`config.mk`:
```
export PLATFORM = sky130hd
export DESIGN_NAME = alu_req_driver_flat
export DESIGN_NICKNAME = d
export VERILOG_FILES = /design/src/rtl/alu_pkg.sv /design/src/rtl/alu_req_driver_if.sv /design/src/rtl/alu_settle_timer.sv /design/src/rtl/alu_req_driver.sv /design/src/flat_wrapper.sv
export SDC_FILE = /design/constraint.sdc
export NUM_CORES = 1
export LEC_CHECK = 0
export CAP_MARGIN = 20
export CORE_ASPECT_RATIO = 1.75
export CORE_MARGIN = 1
export CORE_UTILIZATION = 36
export CTS_CLUSTER_SIZE = 28
export DETAILED_ROUTE_END_ITERATION = 16
export PLACE_DENSITY_LB_ADDON = 0.05
export SKIP_CTS_REPAIR_TIMING = 1
export SLEW_MARGIN = 30
export SYNTH_ARGS = -nofsm -noshare
export SYNTH_HDL_FRONTEND = slang
export SYNTH_SLANG_ARGS = --single-unit
```
`constraint.sdc`:
```
create_clock -name clk_i -period 1.7 [get_ports clk_i]
set_clock_uncertainty 0.15 [all_clocks]
set_input_delay 0.425 -clock clk_i [delete_from_list [all_inputs] [get_ports clk_i]]
set_output_delay 0.425 -clock clk_i [all_outputs]
set_load 0.1 [all_outputs]
```
`src/rtl/alu_pkg.sv`:
```
// Shared definitions for the ALU request driver: select codes, flag bit positions, FSM states.
package alu_pkg;

  typedef enum logic [3:0] {
    SelAnd  = 4'b0000,
    SelOr   = 4'b0001,
    SelNot  = 4'b0010,
    SelNor  = 4'b0011,
    SelXor  = 4'b0100,
    SelNand = 4'b0101,
    SelAdd  = 4'b0110,
    SelSub  = 4'b0111
  } alu_sel_e;

  localparam int unsigned FlagC = 3;
  localparam int unsigned FlagN = 2;
  localparam int unsigned FlagZ = 1;
  localparam int unsigned FlagV = 0;

  typedef enum logic [1:0] {
    StIdle   = 2'd0,
    StSettle = 2'd1,
    StResp   = 2'd2
  } drv_state_e;

  function automatic logic [3:0] pack_flags(input logic c, input logic n, input logic z,
                                            input logic v);
    logic [3:0] f;
    f        = '0;
    f[FlagC] = c;
    f[FlagN] = n;
    f[FlagZ] = z;
    f[FlagV] = v;
    return f;
  endfunction

endpackage

```
`src/rtl/alu_req_driver_if.sv`:
```
// Request, ALU-side and response signals of the ALU request driver.
interface alu_req_driver_if;

  logic        req_valid;
  logic        req_ready;
  logic [31:0] req_a;
  logic [31:0] req_b;
  logic [3:0]  req_sel;
  logic        req_cin;

  logic [31:0] alu_a;
  logic [31:0] alu_b;
  logic [3:0]  alu_sel;
  logic        alu_cin;
  logic [31:0] alu_y;
  logic        alu_cout;
  logic        alu_neg;
  logic        alu_zero;
  logic        alu_ovf;

  logic        rsp_valid;
  logic        rsp_ready;
  logic [31:0] rsp_y;
  logic [3:0]  rsp_flags;

  // Driver view.
  modport master (
    input  req_valid, req_a, req_b, req_sel, req_cin,
    output req_ready,
    output alu_a, alu_b, alu_sel, alu_cin,
    input  alu_y, alu_cout, alu_neg, alu_zero, alu_ovf,
    output rsp_valid, rsp_y, rsp_flags,
    input  rsp_ready
  );

  // Command source / ALU / response consumer view.
  modport slave (
    output req_valid, req_a, req_b, req_sel, req_cin,
    input  req_ready,
    input  alu_a, alu_b, alu_sel, alu_cin,
    output alu_y, alu_cout, alu_neg, alu_zero, alu_ovf,
    input  rsp_valid, rsp_y, rsp_flags,
    output rsp_ready
  );

endinterface

```
`src/rtl/alu_settle_timer.sv`:
```
// Loadable down-counter; done_o is high while the count is zero.
module alu_settle_timer #(
  parameter int unsigned CntW = 4
) (
  input  logic            clk_i,
  input  logic            rst_i,
  input  logic            load_i,
  input  logic [CntW-1:0] load_val_i,
  output logic            done_o
);

  logic [CntW-1:0] cnt_q, cnt_d;

  always_comb begin
    cnt_d = cnt_q;
    if (load_i) begin
      cnt_d = load_val_i;
    end else if (cnt_q != '0) begin
      cnt_d = cnt_q - CntW'(1);
    end
  end

  always_ff @(posedge clk_i) begin
    if (rst_i) begin
      cnt_q <= '0;
    end else begin
      cnt_q <= cnt_d;
    end
  end

  assign done_o = (cnt_q == '0);

endmodule

```
`src/rtl/alu_req_driver.sv`:
```
// Sequential initiator for the combinational ALU: registers operands, waits for settling,
// then presents the captured result and flags as a valid/ready response.
module alu_req_driver
  import alu_pkg::*;
#(
  parameter int unsigned SettleCycles = 2,
  parameter int unsigned CntW         = 16
) (
  input  logic                 clk_i,
  input  logic                 rst_i,
  alu_req_driver_if.master     bus_io,
  input  logic                 clr_sticky_i,
  output logic                 ovf_sticky_o,
  output logic                 busy_o,
  output logic [CntW-1:0]      op_count_o
);

  localparam logic [3:0] SettleLoad = 4'(SettleCycles - 1);

  drv_state_e      state_q;
  logic [31:0]     alu_a_q, alu_b_q, rsp_y_q;
  logic [3:0]      alu_sel_q, rsp_flags_q;
  logic            alu_cin_q, rsp_valid_q, ovf_sticky_q;
  logic [CntW-1:0] op_count_q;

  logic req_ready, accept, capture, rsp_hs, timer_done;

  // In RESP the slot frees on the same edge the response is taken.
  assign req_ready = (state_q == StIdle) || ((state_q == StResp) && bus_io.rsp_ready);
  assign accept    = bus_io.req_valid && req_ready;
  assign capture   = (state_q == StSettle) && timer_done;
  assign rsp_hs    = rsp_valid_q && bus_io.rsp_ready;

  alu_settle_timer #(
    .CntW (4)
  ) u_timer (
    .clk_i      (clk_i),
    .rst_i      (rst_i),
    .load_i     (accept),
    .load_val_i (SettleLoad),
    .done_o     (timer_done)
  );

  always_ff @(posedge clk_i) begin
    if (rst_i) begin
      state_q      <= StIdle;
      alu_a_q      <= '0;
      alu_b_q      <= '0;
      alu_sel_q    <= '0;
      alu_cin_q    <= 1'b0;
      rsp_valid_q  <= 1'b0;
      rsp_y_q      <= '0;
      rsp_flags_q  <= '0;
      ovf_sticky_q <= 1'b0;
      op_count_q   <= '0;
    end else begin
      if (accept) begin
        alu_a_q   <= bus_io.req_a;
        alu_b_q   <= bus_io.req_b;
        alu_sel_q <= bus_io.req_sel;
        alu_cin_q <= bus_io.req_cin;
      end
      if (capture) begin
        rsp_y_q     <= bus_io.alu_y;
        rsp_flags_q <= pack_flags(bus_io.alu_cout, bus_io.alu_neg, bus_io.alu_zero,
                                  bus_io.alu_ovf);
      end

      unique case (state_q)
        StIdle: begin
          if (accept) state_q <= StSettle;
        end
        StSettle: begin
          if (timer_done) begin
            state_q     <= StResp;
            rsp_valid_q <= 1'b1;
          end
        end
        StResp: begin
          if (bus_io.rsp_ready) begin
            rsp_valid_q <= 1'b0;
            state_q     <= bus_io.req_valid ? StSettle : StIdle;
          end
        end
        default: begin
          state_q     <= StIdle;
          rsp_valid_q <= 1'b0;
        end
      endcase

      // A capture with V=1 beats a coincident clear.
      if (capture && bus_io.alu_ovf) begin
        ovf_sticky_q <= 1'b1;
      end else if (clr_sticky_i) begin
        ovf_sticky_q <= 1'b0;
      end

      if (rsp_hs) op_count_q <= op_count_q + CntW'(1);
    end
  end

  assign bus_io.req_ready = req_ready;
  assign bus_io.alu_a     = alu_a_q;
  assign bus_io.alu_b     = alu_b_q;
  assign bus_io.alu_sel   = alu_sel_q;
  assign bus_io.alu_cin   = alu_cin_q;
  assign bus_io.rsp_valid = rsp_valid_q;
  assign bus_io.rsp_y     = rsp_y_q;
  assign bus_io.rsp_flags = rsp_flags_q;
  assign ovf_sticky_o     = ovf_sticky_q;
  assign busy_o           = (state_q != StIdle);
  assign op_count_o       = op_count_q;

endmodule

```
`src/flat_wrapper.sv`:
```
// flat-port wrapper written by rule: the top's interface ports become plain ports
module alu_req_driver_flat import alu_pkg::*;
#(
  parameter int unsigned SettleCycles = 2,
  parameter int unsigned CntW         = 16
)
  (clk_i, rst_i, clr_sticky_i, ovf_sticky_o, busy_o, op_count_o, bus_io_req_valid, bus_io_req_a, bus_io_req_b, bus_io_req_sel, bus_io_req_cin, bus_io_req_ready, bus_io_alu_a, bus_io_alu_b, bus_io_alu_sel, bus_io_alu_cin, bus_io_alu_y, bus_io_alu_cout, bus_io_alu_neg, bus_io_alu_zero, bus_io_alu_ovf, bus_io_rsp_valid, bus_io_rsp_y, bus_io_rsp_flags, bus_io_rsp_ready);
  alu_req_driver_if bus_io_i ();
  input  logic clk_i;
  input  logic rst_i;
  input  logic clr_sticky_i;
  output logic ovf_sticky_o;
  output logic busy_o;
  output logic [CntW-1:0] op_count_o;
  input wire logic [$bits(bus_io_i.req_valid)-1:0] bus_io_req_valid;
  input wire logic [$bits(bus_io_i.req_a)-1:0] bus_io_req_a;
  input wire logic [$bits(bus_io_i.req_b)-1:0] bus_io_req_b;
  input wire logic [$bits(bus_io_i.req_sel)-1:0] bus_io_req_sel;
  input wire logic [$bits(bus_io_i.req_cin)-1:0] bus_io_req_cin;
  output wire logic [$bits(bus_io_i.req_ready)-1:0] bus_io_req_ready;
  output wire logic [$bits(bus_io_i.alu_a)-1:0] bus_io_alu_a;
  output wire logic [$bits(bus_io_i.alu_b)-1:0] bus_io_alu_b;
  output wire logic [$bits(bus_io_i.alu_sel)-1:0] bus_io_alu_sel;
  output wire logic [$bits(bus_io_i.alu_cin)-1:0] bus_io_alu_cin;
  input wire logic [$bits(bus_io_i.alu_y)-1:0] bus_io_alu_y;
  input wire logic [$bits(bus_io_i.alu_cout)-1:0] bus_io_alu_cout;
  input wire logic [$bits(bus_io_i.alu_neg)-1:0] bus_io_alu_neg;
  input wire logic [$bits(bus_io_i.alu_zero)-1:0] bus_io_alu_zero;
  input wire logic [$bits(bus_io_i.alu_ovf)-1:0] bus_io_alu_ovf;
  output wire logic [$bits(bus_io_i.rsp_valid)-1:0] bus_io_rsp_valid;
  output wire logic [$bits(bus_io_i.rsp_y)-1:0] bus_io_rsp_y;
  output wire logic [$bits(bus_io_i.rsp_flags)-1:0] bus_io_rsp_flags;
  input wire logic [$bits(bus_io_i.rsp_ready)-1:0] bus_io_rsp_ready;
  assign bus_io_i.req_valid = bus_io_req_valid;
  assign bus_io_i.req_a = bus_io_req_a;
  assign bus_io_i.req_b = bus_io_req_b;
  assign bus_io_i.req_sel = bus_io_req_sel;
  assign bus_io_i.req_cin = bus_io_req_cin;
  assign bus_io_req_ready = bus_io_i.req_ready;
  assign bus_io_alu_a = bus_io_i.alu_a;
  assign bus_io_alu_b = bus_io_i.alu_b;
  assign bus_io_alu_sel = bus_io_i.alu_sel;
  assign bus_io_alu_cin = bus_io_i.alu_cin;
  assign bus_io_i.alu_y = bus_io_alu_y;
  assign bus_io_i.alu_cout = bus_io_alu_cout;
  assign bus_io_i.alu_neg = bus_io_alu_neg;
  assign bus_io_i.alu_zero = bus_io_alu_zero;
  assign bus_io_i.alu_ovf = bus_io_alu_ovf;
  assign bus_io_rsp_valid = bus_io_i.rsp_valid;
  assign bus_io_rsp_y = bus_io_i.rsp_y;
  assign bus_io_rsp_flags = bus_io_i.rsp_flags;
  assign bus_io_i.rsp_ready = bus_io_rsp_ready;
  alu_req_driver #(.SettleCycles(SettleCycles), .CntW(CntW)) u_core (.clk_i(clk_i), .rst_i(rst_i), .bus_io(bus_io_i), .clr_sticky_i(clr_sticky_i), .ovf_sticky_o(ovf_sticky_o), .busy_o(busy_o), .op_count_o(op_count_o));
endmodule
```
# --- Word level (Yosys, flattened, before mapping) ---
# Index checks and enable logic that the tools add are counted.
word_totals:
  register_bits: 129
  in_bits: 110
  out_inout_bits: 125
  elab_cells: 47
op_classes:
  add_sub_neg: 2
  eq_ne: 5
  muxes: 12
  n_bitwise: 1
  reduce_logical: 15
ops:
  columns: ["cell", "count"]
  rows:
  - ["adder 16 x 1 -> 16 bit, second input constant", 1]
  - ["2-to-1 mux 1 bit", 7]
  - ["2-to-1 mux 2 bit", 3]
  - ["one-hot mux 2 bit (3 select lines)", 1]
  - ["AND reduction 3 bit", 2]
  - ["nonzero test 2 bit", 3]
  - ["logical AND 1 bit", 5]
  - ["zero test 4 bit", 1]
  - ["!= test 2 x 1 -> 1 bit, second input constant", 2]
  - ["nonzero test 4 bit", 1]
  - ["subtractor 4 x 1 -> 4 bit, second input constant", 1]
  - ["one-hot mux 1 bit (3 select lines)", 1]
  - ["equality test 2 x 1 -> 1 bit, second input constant", 1]
  - ["equality test 2 bit, second input constant", 1]
  - ["zero test 2 bit", 1]
  - ["!= test 2 bit, second input constant", 1]
  - ["OR reduction 2 bit", 1]
  - ["logical OR 1 bit", 1]
  - ["NOT 1 bit", 1]

# --- Depth between registers and ports, before layout ---
# Gate-level depths: netlist (run 1).
depth:
  depth_word: 6
  ltp_mapped: 8
  ltp_nobuf: 6

# --- Cells and area by module ---
# Synthesis (run 1) repeated with hierarchy kept, for this count alone.
hier_totals:
  cells_unflattened: 584
  area_unflattened_um2: 4697.0
by_module_without_submodules:
  columns: ["mod", "n_inst", "cells_per_inst", "area_per_inst_um2", "seq_area_each_um2"]
  rows:
  - ["alu_req_driver", 1, 560, 4468.0, 2502.4]
  - ["alu_settle_timer", 1, 24, 229.0, 80.1]

# --- Least setup slack after synthesis (run 1) ---
# OpenSTA, ideal clock, no wires.
synth_timing:
  kind: "register -> register"
  startpoint: "register u_core.op_count_q[3] (netlist: u_core.op_count_o[3])"
  endpoint: "register u_core.op_count_q[15] (netlist: u_core.op_count_o[15])"
  setup_time_ns: 0.070
  arrival_ns: 2.231
  t_required_ns: 1.480
  path_slack_ns: -0.752
  stages_incl_launch_ff: 5
  n_path_buf: 0
  period_less_slack_ns: 2.452
  path_cell_list: "dfxtp_1 -> and4_4 -> nand4_4 -> or4_1 -> a21oi_1"
synth_between:
  elab_chain_len: 1
synth_rtl:
  columns: ["element", "line", "rtl"]
  rows:
  - ["start, declared", "alu_req_driver.sv:24", "logic [CntW-1:0] op_count_q;"]
  - ["start signal, assigned", "alu_req_driver.sv:98", "if (rsp_hs) op_count_q <= op_count_q + CntW'(1);"]
  - ["adder 16 x 1 -> 16 bit", "alu_req_driver.sv:98", null]
# No other way between the ends.
# A chain may end at the register's enable or synchronous reset.

# --- Final worst setup path (run 1) ---
layout_timing:
  startpoint: "register u_core.state_q[0]"
  endpoint: "output busy_o"
layout_between:
  elab_chain_len: 1
layout_rtl:
  columns: ["element", "line", "rtl"]
  rows:
  - ["start, declared", "alu_req_driver.sv:20", "drv_state_e state_q;"]
  - ["start signal, assigned", "alu_req_driver.sv:46", "state_q <= StIdle;"]
  - ["start signal, assigned", "alu_req_driver.sv:71", "if (accept) state_q <= StSettle;"]
  - ["start signal, assigned", "alu_req_driver.sv:75", "state_q <= StResp;"]
  - ["nonzero test 2 bit", "alu_req_driver.sv:111", "assign busy_o = (state_q != StIdle);"]
  - ["end, declared", "flat_wrapper.sv:13", "output logic busy_o;"]
# No other way between the ends.

==> flow_metrics.py, run 1 <==
metrics = {
    "sta": {
        "finalCritPeriodShare": 1.06,
        "setup_slack_ns": -0.102,
        "whs_ns": 0.263,
        "slew_violations": 0,
        "finalHoldViolations": 0,
        "setup_violations": 14,
        "fmax_ghz": 0.555,
        "max_slew_margin": 0.775,
        "tightest_slew_ns": 0.338,
        "setup_tns_ns": -0.264,
        "min_period_ns": 1.80,
        "rsz0062_at_grt": "yes",
    },
    "die": {
        "rows": 54,
        "num_io_pins": 235,
        "fp.dieW_um": 88.2,
        "coreArea_um2": 12600,
        "die_h_um": 153,
        "initial_utilization": 0.372,
        "dieArea_um2": 13500,
    },
    "setup_path": {
        "rrSetupSlack_ns": -0.03,
        "slowest_stage": "dfxtp_2",
        "crit_arrival_ns": 1.23,
        "timing.rr.end": "u_core.bus_io.rsp_y[30]$_SDFFE_PP0P_",
        "critPathLaunchType": "flop",
        "crit_type": "flop to output port",
        "reg2reg_depth": 8,
        "crit_required_ns": 1.12,
        "r2r_start": "u_core.u_timer.cnt_q[1]$_SDFFE_PP0P_",
        "crit_path_cell_trace": "or2_4 > buf_12",
        "crit_fanout": 8,
        "cpPeakStageDelay_ns": 0.38,
        "endpoint_kind": "output port",
    },
    "layout": {
        "diodes": 0,
        "final_cells": 1025,
        "area_delta_synth_final_pct": 115,
        "final_nets": 957,
        "drive_above_1_share": 0.361,
    },
    "yosys": {
        "synth_flop_cell": "dfxtp_1",
        "avgSynthCellArea_um2": 8.07,
        "syn_inst": 580,
        "synth_area_um2": 4680,
        "synth_edf_count": 0,
        "synth_cell_type_count": 35,
        "async_reset_ff_frac": 0,
        "yosysSeqAreaShare": 0.552,
        "postSynthNetCount": 693,
        "yosys_warnings": 0,
        "yosys_register_bits": 129,
    },
    "power": {
        "power_density_nw_per_um2": 1480,
        "finalPower_w": 0.0149,
        "p_leak_nw": 3.86,
        "ir_worst_vdd_mv": 1.04,
    },
    "placed_design": {
        "place_ws_ns": -0.486,
        "place_inst": 970,
        "place_congestion": 0.779,
        "portBuffers": 234,
        "hpwl_um": 10900,
    },
    "clocking": {
        "cts-buffers-inserted": 17,
        "cts_root_buf": "clkbuf_16",
        "clock_sinks": 129,
        "h-tree-depth": 4,
        "cts_tree": "done",
        "clkTransAtPathRegs_ns": 0.06,
        "clock_path_buffers": 2,
        "clkLatencyLatePin_ns": 0.41,
    },
    "flow_run": {
        "cap_violations": 0,
    },
    "drt": {
        "antenna_left": 0,
        "drt-total-wl_um": 17300,
        "vias": 5017,
        "first_pass_iters": 4,
        "drc": 0,
        "drt_iter0_markers": 178,
        "vias_per_cell": 4.89,
        "avgRoutedWirePerCell_um": 16.8,
    },
    "hold_path": {
        "hold_path_class": "primary input to flop",
        "min_to": "u_core.bus_io.rsp_y[10]$_SDFFE_PP0P_",
        "min-delay-start": "rst_i",
        "hold_depth": 2,
    },
    "global_routing": {
        "globalRouteOverflowTotal": 0,
        "grt_usage": 0.226,
        "grt_pass1_vias": 4854,
        "antenna_found_initial": 0,
        "grt_pass1_wl_um": 23400,
        "grt_max_degree": 52,
    },
    "run_status": {
        "status": "complete, but fails checks",
        "violations": "setup timing",
    },
}
[cells in the final DEF (no fill, tap or decap), drive strengths merged, types with 4 or more instances in the layout]
cell type	count
dfxtp	129
clkbuf	32
xor2	7
xnor2	8
nor4	4
clkdlybuf4s50	107
inv	6
nand4	5
nand2	219
nor2	17
nand3	5
buf	165
a21oi	114
[per-stage QoR]
stage	utilization	instance area (um2)
floorplan	-	4780
global placement	0.694	8720
detailed placement	0.694	8720
CTS	0.743	9340
global route	0.802	10100
finish	0.802	10100
[how the worst max path moves through the flow]
stage | from | end | slack, ns | cells after the start
3_3_place_gp | bus_io_rsp_ready | u_core.op_count_o[15]$_SDFFE_PP0P_ | -0.50 | 5
6_report | u_core.state_q[0]$_SDFFE_PP0P_ | busy_o | -0.10 | 2
5_1_grt | u_core.state_q[0]$_SDFFE_PP0P_ | busy_o | -0.14 | 2
4_1_cts | bus_io_rsp_ready | bus_io_req_ready | -0.40 | 4
2_1_floorplan | u_core.op_count_o[14]$_SDFFE_PP0P_ | u_core.op_count_o[15]$_SDFFE_PP0P_ | -0.15 | 3
3_5_place_dp | bus_io_rsp_ready | u_core.op_count_o[13]$_SDFFE_PP0P_ | -0.49 | 6
[layout make-up]
cell class | count | area [um2]
inverters | 3 | 15.0
well taps | 168 | 210
clock inverters | 11 | 150
multi-input cells | 409 | 2260
flip-flops and latches | 129 | 2640
fillers | 764 | 2490
repair buffers | 284 | 4330
clock buffers | 21 | 470
[cells by family (layout without fill, tap and decap cells)]
group                      after synthesis  after routing  share of synthesized area
xor gates and xnor gates                15             15                     0.0281
AOI/OAI and AO/OA                      121            121                      0.132
adders and majority gates                3              3                    0.00802
buffers and inverters                   42            319                     0.0380
and+or+nand+nor                        270            270                      0.242
DFF                                    129            129                      0.552
[metal layers]
layer,GRT usage,share of wire
met1,0.221,0.34
met5,0,0
met3,0.0780,0.070
met4,0.111,0.032
met2,0.408,0.56
[cell usage after synthesis (3+ instances only)]
| library cell | instances | area [um2] |
|---|---|---|
| nand2_1 | 219 | 822 |
| dfxtp_1 | 129 | 2580 |
| a21oi_1 | 114 | 571 |
| clkbuf_1 | 24 | 90.1 |
| nor2_1 | 17 | 63.8 |
| buf_2 | 13 | 65.1 |
| xnor2_1 | 8 | 70.1 |
| xor2_1 | 7 | 61.3 |
| nand3_1 | 4 | 20.0 |
| nand4_1 | 4 | 25.0 |
| nor4_1 | 4 | 25.0 |
| and3_1 | 3 | 18.8 |
| ha_1 | 3 | 37.5 |
| inv_1 | 3 | 11.3 |
| nor2b_1 | 3 | 18.8 |
| nor3_1 | 3 | 15.0 |
[flip-flops by register name, summed over array words and instances, names as in the netlist]
signal and flops:
u_core.bus_io.alu_sel 4, u_core.op_count_o 16, u_core.bus_io.rsp_flags 4, u_core.bus_io.alu_b 32, u_core.bus_io.rsp_y 32, u_core.bus_io.alu_a 32, u_core.u_timer.cnt_q 4, u_core.ovf_sticky_o 1
u_core.bus_io.rsp_valid 1, u_core.state_q 2, u_core.bus_io.alu_cin 1
[report_power, final]
part	total, W	leakage (nW)	switching, W	internal (W)
sequential	0.00395	1.07	0.000506	0.00344
clock	0.00379	0.305	0.00135	0.00244
combinational	0.00718	2.49	0.00432	0.00286
total	0.0149	3.86	0.00618	0.00874
[worst max-delay path, delay by kind of cell, from the launching register on]
kind / cells / cell delay, ns
buffers and inverters: 1 / 0.16
flip-flops: 1 / 0.38
AND/OR/NAND/NOR: 1 / 0.28
Note: power is estimated with default switching activity, not from simulation.
==> run 2: changes to the inputs <==
- CELL_PAD_IN_SITES_DETAIL_PLACEMENT: not set -> 0
- CELL_PAD_IN_SITES_GLOBAL_PLACEMENT: not set -> 1
- CORE_UTILIZATION: 36 -> 25
==> run 2 against run 1 <==
The flow still finishes with violations (setup timing). Register-to-register slack improved by 0.02 ns. Clock-buffer cell count decreased by 2. Hold slack got worse by 0.075 ns. Global-route usage decreased by 5.6 points. Cell count increased by 5.5%. Setup slack improved by 0.047 ns.
==> flow_metrics.py, run 2 (synthesis results as in run 1) <==
metrics = {
    "run_status": {
        "status": "complete, but fails checks",
        "violations": "setup timing",
    },
    "sta": {
        "setup_violations": 14,
        "max_slew_margin": 0.799,
        "setup_slack_ns": -0.0550,
        "tightest_slew_ns": 0.299,
        "min_period_ns": 1.75,
        "slew_violations": 0,
        "rsz0062_at_grt": "yes",
        "setup_tns_ns": -0.189,
        "fmax_ghz": 0.570,
        "finalCritPeriodShare": 1.03,
        "finalHoldViolations": 0,
    },
    "drt": {
        "avgRoutedWirePerCell_um": 15.7,
        "first_pass_iters": 4,
        "drc": 0,
        "antenna_left": 0,
        "drt_iter0_markers": 133,
        "vias": 4832,
        "drt-total-wl_um": 17000,
        "vias_per_cell": 4.47,
    },
    "setup_path": {
        "cp_top_family": "flip-flops",
        "cp_num_buf_inv": 1,
        "crit_fanout": 3,
        "crit_path_cell_trace": "or2_4 > buf_12",
        "cpPeakStageDelay_ns": 0.35,
        "crit_type": "flop to output port",
        "crit_required_ns": 1.12,
        "crit_arrival_ns": 1.18,
        "slowest_stage": "dfxtp_4",
        "rrSetupSlack_ns": -0.01,
        "critPathLaunchType": "flop",
        "endpoint_kind": "output port",
    },
    "power": {
        "power_frac_seq": 0.276,
        "power_density_nw_per_um2": 1440,
        "power_frac_clock": 0.244,
        "p_leak_nw": 3.78,
        "internal-power_w": 0.00808,
        "p_sw_w": 0.00604,
        "swShare": 0.428,
        "combPwrFrac": 0.479,
        "ir_worst_vdd_mv": 0.827,
    },
    "layout": {
        "final_cells": 1081,
        "diodes": 0,
        "fin_util": 0.542,
        "seqCellArea_um2": 2640,
        "final_cell_mix": "nand2_1 (195), buf_12 (135), dfxtp_1 (110)",
        "design_area_um2": 9830,
        "area_delta_synth_final_pct": 110,
        "drive_above_1_share": 0.340,
        "final_nets": 947,
        "num-fill-cells": 1624,
        "multi_input_comb_area_um2": 2240,
        "layout_commonest_cell": "nand2_1",
    },
    "global_routing": {
        "globalRouteOverflowTotal": 0,
        "grt_pass1_wl_um": 25300,
        "grt_pass1_vias": 4838,
        "grt_usage": 0.170,
        "antenna_found_initial": 0,
        "grt_max_degree": 52,
    },
    "die": {
        "die_h_um": 183,
        "num_io_pins": 235,
        "fp.dieW_um": 105,
        "rows": 65,
        "dieArea_um2": 19300,
        "initial_utilization": 0.258,
        "coreArea_um2": 18100,
    },
    "placed_design": {
        "hpwl_um": 11800,
        "place_congestion": 0.709,
        "placed_area_um2": 8840,
        "place_inst": 1039,
        "portBuffers": 234,
    },
    "clocking": {
        "clock_sinks": 129,
        "cts_tree": "done",
        "cts-buffers-inserted": 17,
        "clkTransAtPathRegs_ns": 0.06,
        "cts_root_buf": "clkbuf_16",
        "clkLatencyLatePin_ns": 0.42,
        "h-tree-depth": 4,
        "clock_path_buffers": 2,
    },
    "hold_path": {
        "hold_path_class": "primary input to flop",
    },
    "flow_run": {
        "cap_violations": 0,
    },
}
==> run 2: cell count changes in the layout (fill, tap and decap cells not counted), moves of 3 or more <==
| cell | previous run | this run |
|---|---|---|
| clkbuf_16 | 28 | 20 |
| nand2_2 | 21 | 10 |
| clkinv_2 | 1 | 4 |
| nand2_1 | 186 | 195 |
==> run 2: metrics by stage <==
step                hold WS, ns  setup slack, ns  total power (W)
finish                    0.188          -0.0550           0.0141
floorplan                 0.328           -0.145          0.00758
CTS                       0.169           -0.367           0.0136
global placement          0.329           -0.483           0.0101
detailed placement        0.334           -0.463           0.0101
global route              0.194          -0.0962           0.0147
==> run 2: metal layers <==
metal / GRT usage / share of wire
met1: 0.164 / 0.34
met2: 0.318 / 0.57
met3: 0.0654 / 0.076
met4: 0.0704 / 0.019
met5: 0 / 0
==> run 2: power groups by stage <==
stage	logic (W)	registers [W]	clock network (W)
6_report	0.00676	0.00390	0.00345
5_1_grt	0.00705	0.00396	0.00367
4_1_cts	0.00620	0.00388	0.00356
3_5_place_dp	0.00620	0.00394	0
3_3_place_gp	0.00615	0.00391	0
2_1_floorplan	0.00129	0.00629	0
==> run 2: worst paths after layout <==
kind / depth (start not counted) / start / end
setup / recovery: 2 / u_core.state_q[1]$_SDFFE_PP0P_ / busy_o
hold reg to reg: 2 / u_core.bus_io.alu_a[1]$_SDFFE_PP0P_ / u_core.bus_io.alu_a[1]$_SDFFE_PP0P_
setup reg to reg: 7 / u_core.u_timer.cnt_q[1]$_SDFFE_PP0P_ / u_core.bus_io.rsp_y[23]$_SDFFE_PP0P_
hold / removal: 2 / rst_i / u_core.u_timer.cnt_q[0]$_SDFFE_PP0P_
==> run 2: final cells by class <==
class	instances	share of cell area
well taps	234	0.0298
repair buffers	274	0.416
clock buffers	19	0.0450
clock inverters	13	0.0115
flip-flops and latches	129	0.269
multi-input cells	409	0.228
inverters	3	0.00115
